**config.mk**
```make
export PLATFORM = sky130hd
export DESIGN_NAME = ram_port_arbiter
export DESIGN_NICKNAME = d
export VERILOG_FILES = /design/src/rtl/ram_arb_pkg.sv /design/src/rtl/ram_arb_rr.sv /design/src/rtl/ram_port_arbiter.sv
export SDC_FILE = /design/constraint.sdc
export NUM_CORES = 1
export LEC_CHECK = 0
export ABC_AREA = 0
export BUFFER_PORTS_ARGS = -buffer_cell sky130_fd_sc_hd__buf_2
export CORE_ASPECT_RATIO = 1.4
export CORE_UTILIZATION = 30
export CTS_BUF_LIST = sky130_fd_sc_hd__clkbuf_8
export CTS_CLUSTER_DIAMETER = 60
export DETAILED_ROUTE_END_ITERATION = 10
export GPL_TIMING_DRIVEN = 0
export PLACE_DENSITY = 0.7
export SKIP_CTS_REPAIR_TIMING = 1
export SYNTH_ARGS = -nofsm -noshare
export SYNTH_HDL_FRONTEND = slang
export SYNTH_SLANG_ARGS = --single-unit
```
**constraint.sdc**
```tcl
create_clock -name clk -period 1.54 [get_ports clk]
set_clock_uncertainty 0.2 [all_clocks]
set_input_delay 0.308 -clock clk [delete_from_list [all_inputs] [get_ports clk]]
set_output_delay 0.308 -clock clk [all_outputs]
set_load 0.02 [all_outputs]
```
**src/rtl/ram_arb_pkg.sv**
```systemverilog
// Shared types for the RAM port arbiter: FSM state encoding, requester IDs, default sizes.
package ram_arb_pkg;

    localparam int DEF_AW = 4;
    localparam int DEF_DW = 16;

    typedef enum logic [1:0] {
        ST_IDLE    = 2'd0,
        ST_RD_ACC  = 2'd1,
        ST_RD_RESP = 2'd2,
        ST_WR_ACC  = 2'd3
    } arb_state_e;

    typedef enum logic {
        REQ_RD = 1'b0,
        REQ_WR = 1'b1
    } req_id_e;

    function automatic req_id_e other_req(input req_id_e id);
        return (id == REQ_RD) ? REQ_WR : REQ_RD;
    endfunction

endpackage

```
**src/rtl/ram_arb_rr.sv**
```systemverilog
// Two-way round-robin pick: a lone requester wins; on contention the one that did not go last wins.
module ram_arb_rr
    import ram_arb_pkg::*;
(
    input  logic    i_rd_req,
    input  logic    i_wr_req,
    input  req_id_e i_last,
    output req_id_e o_winner,
    output logic    o_any
);

    // NOTE: every output gets a default before any branch, so no path leaves it unassigned (no latch).
    always_comb begin
        o_any    = i_rd_req | i_wr_req;
        o_winner = REQ_RD;
        if (i_rd_req && i_wr_req) begin
            o_winner = other_req(i_last);
        end else if (i_wr_req) begin
            o_winner = REQ_WR;
        end
    end

endmodule

```
**src/rtl/ram_port_arbiter.sv**
```systemverilog
// Shares one single-port RAM between a read and a write requester, one access in flight.
// Optional build macro RAM_ARB_LOCK_EN lets the current owner chain accesses via rd_lock/wr_lock.
module ram_port_arbiter
    import ram_arb_pkg::*;
#(
    parameter int AW = DEF_AW,
    parameter int DW = DEF_DW
) (
    input  logic          clk,
    input  logic          rst,
    input  logic          rd_req,
    input  logic [AW-1:0] rd_addr,
    input  logic          rd_lock,
    output logic          rd_gnt,
    output logic          rd_valid,
    output logic [DW-1:0] rd_data,
    input  logic          wr_req,
    input  logic [AW-1:0] wr_addr,
    input  logic [DW-1:0] wr_data,
    input  logic          wr_lock,
    output logic          wr_gnt,
    output logic          ram_en,
    output logic          ram_we,
    output logic [AW-1:0] ram_addr,
    output logic [DW-1:0] ram_wdata,
    input  logic [DW-1:0] ram_rdata,
    output logic          busy
);

    arb_state_e    r_state;
    arb_state_e    w_next_state;
    req_id_e       r_last;
    req_id_e       w_winner;
    logic          w_any;
    logic          w_rd_chain;
    logic          w_wr_chain;

    logic          r_rd_gnt;
    logic          r_rd_valid;
    logic [DW-1:0] r_rd_data;
    logic          r_wr_gnt;
    logic          r_ram_en;
    logic          r_ram_we;
    logic [AW-1:0] r_ram_addr;
    logic [DW-1:0] r_ram_wdata;
    logic          r_busy;

`ifdef RAM_ARB_LOCK_EN
    assign w_rd_chain = rd_req & rd_lock;
    assign w_wr_chain = wr_req & wr_lock;
`else
    logic w_unused_lock;
    assign w_unused_lock = rd_lock ^ wr_lock;
    assign w_rd_chain    = 1'b0;
    assign w_wr_chain    = 1'b0;
`endif

    ram_arb_rr u_rr (
        .i_rd_req (rd_req),
        .i_wr_req (wr_req),
        .i_last   (r_last),
        .o_winner (w_winner),
        .o_any    (w_any)
    );

    always_comb begin
        w_next_state = r_state;
        case (r_state)
            ST_IDLE: begin
                if (w_any) begin
                    w_next_state = (w_winner == REQ_RD) ? ST_RD_ACC : ST_WR_ACC;
                end
            end
            ST_RD_ACC:  w_next_state = ST_RD_RESP;
            ST_RD_RESP: w_next_state = w_rd_chain ? ST_RD_ACC : ST_IDLE;
            ST_WR_ACC:  w_next_state = w_wr_chain ? ST_WR_ACC : ST_IDLE;
            default:    w_next_state = ST_IDLE;
        endcase
    end

    // Outputs are registered from the next state, so they line up with the state they describe;
    // the RAM answers during RD_RESP and rd_valid/rd_data appear on the following cycle.
    // NOTE: state and outputs use non-blocking assignments so every flop samples pre-edge values.
    always_ff @(posedge clk or posedge rst) begin
        if (rst) begin
            r_state     <= ST_IDLE;
            r_last      <= REQ_WR;
            r_rd_gnt    <= 1'b0;
            r_rd_valid  <= 1'b0;
            r_rd_data   <= '0;
            r_wr_gnt    <= 1'b0;
            r_ram_en    <= 1'b0;
            r_ram_we    <= 1'b0;
            r_ram_addr  <= '0;
            r_ram_wdata <= '0;
            r_busy      <= 1'b0;
        end else begin
            r_state    <= w_next_state;
            r_rd_gnt   <= (w_next_state == ST_RD_ACC);
            r_wr_gnt   <= (w_next_state == ST_WR_ACC);
            r_ram_en   <= (w_next_state == ST_RD_ACC) || (w_next_state == ST_WR_ACC);
            r_ram_we   <= (w_next_state == ST_WR_ACC);
            r_busy     <= (w_next_state != ST_IDLE);
            r_rd_valid <= (r_state == ST_RD_RESP);

            if (r_state == ST_RD_RESP) begin
                r_rd_data <= ram_rdata;
            end

            // Address/data are frozen when the access is granted; later requester changes are ignored.
            if (w_next_state == ST_RD_ACC) begin
                r_last     <= REQ_RD;
                r_ram_addr <= rd_addr;
            end else if (w_next_state == ST_WR_ACC) begin
                r_last      <= REQ_WR;
                r_ram_addr  <= wr_addr;
                r_ram_wdata <= wr_data;
            end
        end
    end

    assign rd_gnt    = r_rd_gnt;
    assign rd_valid  = r_rd_valid;
    assign rd_data   = r_rd_data;
    assign wr_gnt    = r_wr_gnt;
    assign ram_en    = r_ram_en;
    assign ram_we    = r_ram_we;
    assign ram_addr  = r_ram_addr;
    assign ram_wdata = r_ram_wdata;
    assign busy      = r_busy;

endmodule

```
# Yosys cells after proc, flatten, opt, wreduce, memory -nomap -nowiden
# Index checks and enable logic that the tools add are counted.
# Widths: inputs -> output; s select.
# totals
register_bits,44
input_bits,46
output_inout_bits,42
wordCells,34
# classes
eq_ne,5
muxes,10
bitwise,2
n_reduce_logical,7
# ops
cell,n
$mux 4,2
$eq 2x2->1 const B,3
$pmux 2 s3,1
$mux 1,5
$eq 2x1->1 const B,2
$mux 2,2
$reduce_bool 2->1,2
$logic_not 2->1,1
$reduce_and 2->1,1
$reduce_or 2->1,1
$logic_and 1x1->1,1
$logic_or 1x1->1,1
$not 1->1,1
$or 1x1->1,1

# Depth between registers and ports, before layout
# Gate-level depths: netlist of run 1.
# depth
depth_word,8
mapped_depth,4
depth_no_buf,3

# Cells and area by module
# A second synthesis of run 1 with hierarchy kept.
# hier_totals
hier_cells,103
hier_area_um2,1755.4
# modules_own_cells
mod,n_inst,cells_per_inst,area_each_um2,seq_area_each_um2
ram_port_arbiter,1,101,1741.7,1102.3
ram_arb_rr,1,2,13.8,0.0

# Least setup slack after synthesis of run 1
# No wires, ideal clock.
# synth_timing
path_kind,register to register
from,reg r_last
to,"reg r_ram_wdata[0], in the netlist ram_wdata[0]"
setup_ps,125
arrival_ps,1255
required_time_ps,1215
path_slack_ps,-40
stages_incl_launch_ff,5
path_buffers,1
synth_period_minus_slack_ps,1580
cell_sequence,dfstp_2 -> nand2_1 -> nand3_4 -> buf_6 -> mux2_4
# synth_between
elab_chain_cells,8
elab_cells_between_ends,9
classes_between,eq/ne (2); mux (5); bitwise (1); reduce/logical (1)
# synth_lines
element,line_no,rtl
start: declaration,ram_port_arbiter.sv:32,req_id_e r_last;
start signal: assignment,ram_port_arbiter.sv:87,r_last <= REQ_WR;
start signal: assignment,ram_port_arbiter.sv:112,r_last <= REQ_RD;
start signal: assignment,ram_port_arbiter.sv:115,r_last <= REQ_WR;
$mux 1 *,ram_arb_pkg.sv:20,return (id == REQ_RD) ? REQ_WR : REQ_RD;
$mux 1 *,ram_arb_rr.sv:16,if (i_rd_req && i_wr_req) begin
$mux 2 *,ram_port_arbiter.sv:71,w_next_state = (w_winner == REQ_RD) ? ST_RD_ACC : ST_WR_ACC;
$mux 2 *,ram_port_arbiter.sv:70,if (w_any) begin
$pmux 2 s3 *,ram_port_arbiter.sv:68,case (r_state)
$eq 2x1->1,ram_port_arbiter.sv:111,if (w_next_state == ST_RD_ACC) begin
$not 1->1 (no line),--,
$reduce_and 2->1 (no line) *,--,
end signal: assignment,ram_port_arbiter.sv:117,r_ram_wdata <= wr_data;
end: declaration,ram_port_arbiter.sv:45,logic [DW-1:0] r_ram_wdata;
# Every way passes the cells marked *; elsewhere a longest branch is shown, timed or not.
# A chain may end at the register's enable or synchronous reset.

# Worst setup path after layout of run 1
# layout_timing
from,reg r_last
to,"reg r_ram_wdata[5], in the netlist ram_wdata[5]"
# The elaborated chain is that of the path after synthesis.

==> results of run 1 <==
==> worst reg2reg max path: cells and delay by family, from the launching register on <==
kind / cells / cell delay (ns)
mux: 1 / 0.30
flops: 1 / 0.57
simple gates: 2 / 0.20
buf+inv: 1 / 0.15
==> cells by family (layout without fill, tap and decap cells) <==
logic type,count (synthesis),in the layout,synth area share [%]
AND/OR/NAND/NOR,22,22,8.54
buffers and inverters,7,110,2.82
multiplexers,32,32,22.6
AO/OA/AOI/OAI,7,7,2.31
flip-flops,44,44,63.7
==> final timing paths <==
kind / startpoint / end
setup / recovery: r_last / ram_wdata[5]
hold / removal: ram_rdata[9] / rd_data[9]
setup reg to reg: r_last / ram_wdata[5]
hold reg to reg: rd_data[11] / rd_data[11]
max in group asynchronous: rst / r_last
min in group asynchronous: rst / rd_data[4]
==> power groups by stage <==
stage	Combinational (mW)	Sequential, mW	Clock (mW)
after floorplan	1.08	2.74	0
after global placement	2.51	2.05	0
after detailed placement	2.56	2.07	0
after CTS	2.56	2.05	0.696
after global routing	3.19	2.15	0.739
final	2.99	2.08	0.645
==> layout make-up <==
| cell class | count | share of cell area [%] |
|---|---|---|
| Timing Repair Buffer | 96 | 21.9 |
| Tap cell | 68 | 3.35 |
| Multi-Input combinational cell | 61 | 25.7 |
| Clock inverter | 2 | 0.344 |
| Sequential cell | 44 | 43.5 |
| Inverter | 3 | 0.443 |
| Clock buffer | 5 | 2.71 |
| Buffer | 4 | 2.12 |
==> cells in the mapped netlist <==
cell type	count	area share (%)
sky130_fd_sc_hd__dfrtp_1	43	62
sky130_fd_sc_hd__mux2_2	24	16
sky130_fd_sc_hd__mux2_4	8	6.9
sky130_fd_sc_hd__nand4_1	8	2.9
sky130_fd_sc_hd__o21ai_0	5	1.4
sky130_fd_sc_hd__nand3_1	4	1.2
sky130_fd_sc_hd__inv_1	3	0.65
sky130_fd_sc_hd__nor2_1	3	0.65
sky130_fd_sc_hd__buf_4	2	0.87
sky130_fd_sc_hd__buf_6	2	1.3
sky130_fd_sc_hd__a21oi_1	1	0.29
sky130_fd_sc_hd__and3_1	1	0.36
sky130_fd_sc_hd__dfstp_2	1	1.5
sky130_fd_sc_hd__nand2_1	1	0.22
sky130_fd_sc_hd__nand2b_1	1	0.36
sky130_fd_sc_hd__nand3_4	1	1.0
sky130_fd_sc_hd__nor2_8	1	1.2
sky130_fd_sc_hd__nor2b_1	1	0.36
sky130_fd_sc_hd__o21ba_2	1	0.58
sky130_fd_sc_hd__or2_2	1	0.36
==> metrics by stage <==
stage               hold slack, ns  utilization (%)   TNS [ns]  instance area (µm²)
finish                      0.0524             46.0  -0.000329                 2540
global route                0.0286             46.0     -0.528                 2540
CTS                         -0.210             42.4      -2.40                 2340
detailed placement           0.104             41.0      -2.08                 2270
global placement             0.284             40.6     -27.11                 2250
floorplan                    0.257                -    -0.0347                 1740
==> state kept, by name, indices dropped and copies added (netlist names) <==
signal     flops
rd_data       16
r_last         1
ram_addr       4
rd_gnt         1
ram_we         1
rd_valid       1
busy           1
ram_wdata     16
ram_en         1
r_state        2
==> metal layers <==
metal / vias up / part of all wire, %
li1: 598 / -
met1: 614 / 44
met2: 60 / 48
met3: 5 / 6.9
met4: 0 / 1.4
met5: - / 0
==> impl_results.html, run 1 <==
<table>
<tr><th>Metric</th><th>Value</th></tr>
<tr><th colspan="2">Power and ir drop</th></tr>
<tr><td>Power spent charging and discharging nets</td><td>around 2.1 mW</td></tr>
<tr><td>Cell leakage power</td><td>1.34 nW</td></tr>
<tr><td>Net switching share of the total power</td><td>between 30% and 40%</td></tr>
<tr><td>Logic gate share of total power</td><td>52.4%</td></tr>
<tr><td>Cell-internal power</td><td>approximately 3.6 mW</td></tr>
<tr><td>Power share of the clock group</td><td>11.3%</td></tr>
<tr><td>P per Cell Area</td><td>2250 nW/µm²</td></tr>
<tr><td>Worst-case vdd ir drop</td><td>0.840 mV</td></tr>
<tr><td>Post-route total power</td><td>about 5.7 mW</td></tr>
<tr><td>Proportion of power drawn by flip-flops and latches</td><td>36.4%</td></tr>
<tr><th colspan="2">Cells and area</th></tr>
<tr><td>Count of inserted antenna diode cells</td><td>0</td></tr>
<tr><td>Most frequent cells in the layout</td><td>sky130_fd_sc_hd__buf_2, sky130_fd_sc_hd__dfrtp_1, sky130_fd_sc_hd__mux2_4, sky130_fd_sc_hd__nand4_1, sky130_fd_sc_hd__mux2_2</td></tr>
<tr><td>Synth-to-layout area growth</td><td>47.0%</td></tr>
<tr><td>Share of cells above drive strength 1</td><td>between 60% and 70%</td></tr>
<tr><td>Most common library cell in the layout ignoring fill and taps</td><td>sky130_fd_sc_hd__buf_2</td></tr>
<tr><td>Final instance count without filler cells</td><td>between 200 and 300</td></tr>
<tr><td>Footprint of the flip-flops and latches</td><td>1100 µm²</td></tr>
<tr><td>Fillers</td><td>537</td></tr>
<tr><td>Area of the multi-input gates</td><td>approximately 650 µm²</td></tr>
<tr><td>Count of nets after finishing</td><td>~260</td></tr>
<tr><th colspan="2">Yosys</th></tr>
<tr><td>Syn_nets</td><td>158</td></tr>
<tr><td>Post-synthesis average cell area</td><td>approximately 15 µm²</td></tr>
<tr><td>Sequential share of the synthesized area</td><td>63.7%</td></tr>
<tr><td>Netlist area before placement</td><td>around 1700 µm²</td></tr>
<tr><td>Total of flip-flops plus latches after synthesis</td><td>44</td></tr>
<tr><td>Cells after synthesis</td><td>112</td></tr>
<tr><td>Post-synthesis cell type count</td><td>20</td></tr>
<tr><td>Yosys Warn Count</td><td>0</td></tr>
<tr><th colspan="2">Placed design</th></tr>
<tr><td># placed instances</td><td>266</td></tr>
<tr><td>Detailed-placement wirelength estimate</td><td>2510 µm</td></tr>
<tr><td>Worst slack after detailed placement</td><td>-0.136 ns</td></tr>
<tr><td>Count of input and output buffers</td><td>85</td></tr>
<tr><td>RePlAce Congestion</td><td>0.677</td></tr>
<tr><th colspan="2">Worst setup path</th></tr>
<tr><td>Setup Crit Path Kind</td><td>flop to flop</td></tr>
<tr><td>Buffer and inverter count on the worst path</td><td>1</td></tr>
<tr><td>Critical-path cell list</td><td>nand2_4, nand3_4, buf_12, mux2_4</td></tr>
<tr><td>Top fanout value on the critical path</td><td>10</td></tr>
<tr><td>Largest stage delay, worst path</td><td>0.57 ns</td></tr>
<tr><td>Required time at the endpoint of the critical path</td><td>1.51 ns</td></tr>
<tr><td>Setup slack on the worst flop-to-flop path</td><td>-0.0003 ns</td></tr>
<tr><td>Kind of end point of the critical path</td><td>flop</td></tr>
<tr><td>Category of the worst setup path launch point</td><td>flop</td></tr>
<tr><td>Largest delay share family, worst path</td><td>flip-flops</td></tr>
<tr><td>Crit path arrival time</td><td>1.51 ns</td></tr>
<tr><td>Cell count along the critical path</td><td>4</td></tr>
<tr><td>Number of cells traversed by the worst register-to-register path</td><td>4</td></tr>
<tr><td>CP max stage cell</td><td>sky130_fd_sc_hd__dfstp_2</td></tr>
<tr><th colspan="2">Timing</th></tr>
<tr><td>Final count of negative-setup-slack endpoints</td><td>1</td></tr>
<tr><td>RSZ-0062 raised after global routing</td><td>true</td></tr>
<tr><td>Portion of the clock cycle consumed by the worst path in the final layout</td><td>100%</td></tr>
<tr><td>Max_slew headroom</td><td>73.2%</td></tr>
<tr><td>Min setup slack post-route</td><td>-0.000329 ns</td></tr>
<tr><td>Max-slew violation count</td><td>0</td></tr>
<tr><td>Clock period minus final worst setup slack</td><td>1.54 ns</td></tr>
<tr><td>Transition time of the tightest slew-check pin</td><td>0.401 ns</td></tr>
<tr><td>Number of endpoints with negative hold slack in the final report</td><td>0</td></tr>
<tr><td>Highest clock rate</td><td>649 MHz</td></tr>
<tr><th colspan="2">Global route</th></tr>
<tr><td>Gr usage total</td><td>about 11%</td></tr>
<tr><td>Global routing met3 resource utilization</td><td>under 10%</td></tr>
<tr><td>GRT busiest layer</td><td>met2</td></tr>
<tr><td>First-pass GRT wire length</td><td>approximately 5300 µm</td></tr>
<tr><td>Number of antenna violations at the first check in global routing</td><td>0</td></tr>
<tr><td>Met2 Usage GRT</td><td>18.5%</td></tr>
<tr><td>Number of global-route vias before repair</td><td>1183</td></tr>
<tr><td>Grt met1 use</td><td>13.8%</td></tr>
<tr><td>Total global routing overflow</td><td>0</td></tr>
<tr><td>Largest net degree at the start of global routing</td><td>30</td></tr>
<tr><th colspan="2">Floorplan</th></tr>
<tr><td>I/O pin total</td><td>88</td></tr>
<tr><td>Die Span Y</td><td>91.8 µm</td></tr>
<tr><td>Starting density of the core</td><td>between 30 and 40%</td></tr>
<tr><td>Rows</td><td>32</td></tr>
<tr><td>Overall die area</td><td>6080 µm²</td></tr>
<tr><td>Core ar.</td><td>5530 µm²</td></tr>
<tr><td>Floorplan die width</td><td>between 60 and 70 µm</td></tr>
<tr><th colspan="2">Clocking</th></tr>
<tr><td>CTS Buffer Depth</td><td>2</td></tr>
<tr><td>CTS HTree Levels</td><td>2</td></tr>
<tr><td>Cts bufs inserted</td><td>5</td></tr>
<tr><td>Clock sink count</td><td>44</td></tr>
<tr><td>Clock slew at reported path FFs</td><td>0.08 ns</td></tr>
<tr><td>Clock latency on the worst-skew pair</td><td>approximately 0.28 ns</td></tr>
<tr><td>Clock tree from TritonCTS</td><td>yes</td></tr>
<tr><td>Clock tree root buffer cell</td><td>sky130_fd_sc_hd__clkbuf_8</td></tr>
<tr><th colspan="2">Drt</th></tr>
<tr><td>Starting DRT DRC Count</td><td>47</td></tr>
<tr><td>Detailed Route WL</td><td>3590 µm</td></tr>
<tr><td>DR vias/cell</td><td>4.51</td></tr>
<tr><td>First drt pass iteration count</td><td>4</td></tr>
<tr><td>Number of DRC violations after detailed routing</td><td>0</td></tr>
<tr><td>Wirelength per Cell</td><td>12.7 µm</td></tr>
<tr><td>Post-detailed-route count of antenna-violating nets</td><td>0</td></tr>
<tr><td>Vias</td><td>1277</td></tr>
<tr><th colspan="2">Status</th></tr>
<tr><td>Violated checks</td><td>negative setup slack</td></tr>
<tr><td>Result of the run</td><td>complete, but fails checks</td></tr>
<tr><th colspan="2">Hold path</th></tr>
<tr><td>Cell depth of the worst hold path</td><td>2</td></tr>
<tr><td>Worst hold path class</td><td>primary input to flop</td></tr>
<tr><th colspan="2">Run</th></tr>
<tr><td>Maximum capacitance violations</td><td>0</td></tr>
</table>
(Power assumes the default switching activity.)
==> inputs of run 2 (changes only) <==
- CTS_BUF_LIST: sky130_fd_sc_hd__clkbuf_8 -> unset
- RECOVER_POWER: unset -> 50
==> run 2 against run 1 <==
The flow now finishes without violations. Sequential power about the same. Routed wire length unchanged. Via count unchanged. Maximum frequency about the same. First-iteration DRC count unchanged. Sequential share of layout area unchanged. Critical path depth unchanged. Die area unchanged. Cell count unchanged. Non-clock buffer count unchanged. Flip-flop and latch count unchanged. Global-route usage unchanged. Highest routed layer unchanged.
==> impl_results.html, run 2 (synthesized netlist as in run 1, its figures left out) <==
<table>
<tr><th>Metric</th><th>Value</th></tr>
<tr><th colspan="2">Clocking</th></tr>
<tr><td>Clock latency on the worst-skew pair</td><td>0.28 ns (about the same)</td></tr>
<tr><td>Clock tree from TritonCTS</td><td>yes</td></tr>
<tr><td>Clock slew at reported path FFs</td><td>0.08 ns (about the same)</td></tr>
<tr><td>Clock tree root buffer cell</td><td>sky130_fd_sc_hd__clkbuf_8</td></tr>
<tr><td>Clock sink count</td><td>44 (unchanged)</td></tr>
<tr><td>Cts bufs inserted</td><td>5 (unchanged)</td></tr>
<tr><td>CTS HTree Levels</td><td>2 (unchanged)</td></tr>
<tr><td>CTS Buffer Depth</td><td>2 (unchanged)</td></tr>
<tr><th colspan="2">Worst setup path</th></tr>
<tr><td>Number of cells traversed by the worst register-to-register path</td><td>4 (unchanged)</td></tr>
<tr><td>Largest stage delay, worst path</td><td>0.57 ns (about the same)</td></tr>
<tr><td>Critical-path cell list</td><td>nand2_4, nand3_4, buf_12, mux2_4</td></tr>
<tr><td>Setup Crit Path Kind</td><td>flop to flop</td></tr>
<tr><td>Cell count along the critical path</td><td>4 (unchanged)</td></tr>
<tr><td>Required time at the endpoint of the critical path</td><td>1.51 ns (about the same)</td></tr>
<tr><td>Kind of end point of the critical path</td><td>flop</td></tr>
<tr><td>Top fanout value on the critical path</td><td>10 (unchanged)</td></tr>
<tr><td>Largest delay share family, worst path</td><td>flip-flops</td></tr>
<tr><td>CP max stage cell</td><td>sky130_fd_sc_hd__dfstp_2</td></tr>
<tr><td>Buffer and inverter count on the worst path</td><td>1 (unchanged)</td></tr>
<tr><td>Crit path arrival time</td><td>1.51 ns (about the same)</td></tr>
<tr><td>Category of the worst setup path launch point</td><td>flop</td></tr>
<tr><th colspan="2">Global route</th></tr>
<tr><td>Largest net degree at the start of global routing</td><td>30 (unchanged)</td></tr>
<tr><td>Number of global-route vias before repair</td><td>1183 (unchanged)</td></tr>
<tr><td>Gr usage total</td><td>11.3% (unchanged)</td></tr>
<tr><td>Total global routing overflow</td><td>0 (unchanged)</td></tr>
<tr><td>First-pass GRT wire length</td><td>5270 µm (unchanged)</td></tr>
<tr><td>Number of antenna violations at the first check in global routing</td><td>0 (unchanged)</td></tr>
<tr><th colspan="2">Power and ir drop</th></tr>
<tr><td>Cell leakage power</td><td>1.33 nW (-0.31%)</td></tr>
<tr><td>Post-route total power</td><td>5.72 mW (+0.11%)</td></tr>
<tr><td>P per Cell Area</td><td>2250 nW/µm² (+0.11%)</td></tr>
<tr><td>Worst-case vdd ir drop</td><td>0.840 mV (about the same)</td></tr>
<tr><th colspan="2">Placed design</th></tr>
<tr><td>RePlAce Congestion</td><td>0.677 (unchanged)</td></tr>
<tr><td>Detailed-placement wirelength estimate</td><td>2510 µm (unchanged)</td></tr>
<tr><td>Count of input and output buffers</td><td>85 (unchanged)</td></tr>
<tr><td>Cell area reported after detailed placement</td><td>2270 µm² (unchanged)</td></tr>
<tr><th colspan="2">Timing</th></tr>
<tr><td>Portion of the clock cycle consumed by the worst path in the final layout</td><td>100% (about the same)</td></tr>
<tr><td>Max-slew violation count</td><td>0 (unchanged)</td></tr>
<tr><td>Max_slew headroom</td><td>73.2% (unchanged)</td></tr>
<tr><td>Clock period minus final worst setup slack</td><td>1.54 ns (-0.000369 ns)</td></tr>
<tr><td>RSZ-0062 raised after global routing</td><td>true</td></tr>
<tr><td>Transition time of the tightest slew-check pin</td><td>0.401 ns (unchanged)</td></tr>
<tr><td>Final count of negative-setup-slack endpoints</td><td>0 (-1)</td></tr>
<tr><td>Worst hold slack</td><td>0.0527 ns (+0.000293 ns)</td></tr>
<tr><td>Number of endpoints with negative hold slack in the final report</td><td>0 (unchanged)</td></tr>
<tr><td>Highest clock rate</td><td>649 MHz (about the same)</td></tr>
<tr><th colspan="2">Cells and area</th></tr>
<tr><td>Most frequent cells in the layout</td><td>sky130_fd_sc_hd__buf_2, sky130_fd_sc_hd__dfrtp_1, sky130_fd_sc_hd__mux2_4, sky130_fd_sc_hd__nand4_1, sky130_fd_sc_hd__mux2_2</td></tr>
<tr><td>Fillers</td><td>537 (unchanged)</td></tr>
<tr><td>Synth-to-layout area growth</td><td>47.0% (unchanged)</td></tr>
<tr><td>Area of the multi-input gates</td><td>653 µm² (unchanged)</td></tr>
<tr><td>Count of inserted antenna diode cells</td><td>0 (unchanged)</td></tr>
<tr><td>Most common library cell in the layout ignoring fill and taps</td><td>sky130_fd_sc_hd__buf_2</td></tr>
<tr><td>Final design instance area without fill</td><td>2540 µm² (unchanged)</td></tr>
<tr><td>Final core utilization</td><td>46.0% (unchanged)</td></tr>
<tr><td>Count of nets after finishing</td><td>261 (unchanged)</td></tr>
<tr><td>Footprint of the flip-flops and latches</td><td>1100 µm² (unchanged)</td></tr>
<tr><td>Share of cells above drive strength 1</td><td>68.4% (unchanged)</td></tr>
<tr><th colspan="2">Status</th></tr>
<tr><td>Result of the run</td><td>finished, final reports clean</td></tr>
<tr><th colspan="2">Drt</th></tr>
<tr><td>Post-detailed-route count of antenna-violating nets</td><td>0 (unchanged)</td></tr>
<tr><td>Wirelength per Cell</td><td>12.7 µm (unchanged)</td></tr>
<tr><td>Vias</td><td>1277 (unchanged)</td></tr>
<tr><td>Starting DRT DRC Count</td><td>47 (unchanged)</td></tr>
<tr><td>Number of DRC violations after detailed routing</td><td>0 (unchanged)</td></tr>
<tr><td>Detailed Route WL</td><td>3590 µm (unchanged)</td></tr>
<tr><td>First drt pass iteration count</td><td>4 (unchanged)</td></tr>
<tr><td>DR vias/cell</td><td>4.51 (unchanged)</td></tr>
<tr><th colspan="2">Floorplan</th></tr>
<tr><td>Core ar.</td><td>5530 µm² (unchanged)</td></tr>
<tr><td>Overall die area</td><td>6080 µm² (unchanged)</td></tr>
<tr><td>Starting density of the core</td><td>31.3% (unchanged)</td></tr>
<tr><td>Rows</td><td>32 (unchanged)</td></tr>
<tr><td>I/O pin total</td><td>88 (unchanged)</td></tr>
<tr><td>Die Span Y</td><td>91.8 µm (unchanged)</td></tr>
<tr><td>Floorplan die width</td><td>66.2 µm (unchanged)</td></tr>
<tr><th colspan="2">Hold path</th></tr>
<tr><td>Cell depth of the worst hold path</td><td>2 (unchanged)</td></tr>
<tr><td>Worst hold path class</td><td>primary input to flop</td></tr>
<tr><th colspan="2">Run</th></tr>
<tr><td>Maximum capacitance violations</td><td>0 (unchanged)</td></tr>
</table>
run 2: cell count changes in the layout (fill, tap and decap cells not counted):
cell and delta:
sky130_fd_sc_hd__clkbuf_1 +1, sky130_fd_sc_hd__inv_1 -1
run 2: metrics by stage:
step,setup TNS (ns),worst slack [ns],std cells
5_1_grt,-0.524,-0.0381,283
2_1_floorplan,-0.0347,-0.00311,112
4_1_cts,-2.39,-0.152,273
6_report,0,0.0000401,283
3_3_place_gp,-27.11,-0.583,265
3_5_place_dp,-2.08,-0.136,266
run 2: layout make-up:
cell class,count,area share [%]
Tap cell,68,3.35
Clock inverter,1,0.197
Timing Repair Buffer,96,21.9
Buffer,4,2.12
Multi-Input combinational cell,61,25.7
Clock buffer,6,2.85
Inverter,3,0.443
Sequential cell,44,43.5
run 2: power breakdown:
part | switching [mW] | total (mW) | internal [mW]
Combinational | 1.47 | 2.99 | 1.52
Sequential | 0.325 | 2.08 | 1.75
Clock | 0.343 | 0.651 | 0.308
run 2: path summary, 6_finish.rpt:
| path | startpoint | end | slack (ns) |
|---|---|---|---|
| worst min register to register | rd_data[11] | rd_data[11] | 0.30 |
| worst max-delay path | r_last | ram_wdata[5] | 0.00004 |
| worst min-delay path | ram_rdata[9] | rd_data[9] | 0.05 |
| max in group asynchronous | rst | r_last | 0.27 |
| worst max register to register | r_last | ram_wdata[5] | 0.00004 |
| min in group asynchronous | rst | rd_data[4] | 0.34 |
run 2: per-layer routing:
metal	share of wire, %	GRT usage [%]	vias up
li1	-	-	598
met1	44	13.8	614
met2	48	18.5	60
met3	6.9	3.48	5
met4	1.4	4.26	0
met5	0	0	-
run 2: worst register-to-register path, cell delays in order, from the launching register on:
cell and delay [ns]:
sky130_fd_sc_hd__dfstp_2 0.57, sky130_fd_sc_hd__nand2_4 0.08, sky130_fd_sc_hd__nand3_4 0.12, sky130_fd_sc_hd__buf_12 0.15, sky130_fd_sc_hd__mux2_4 0.30
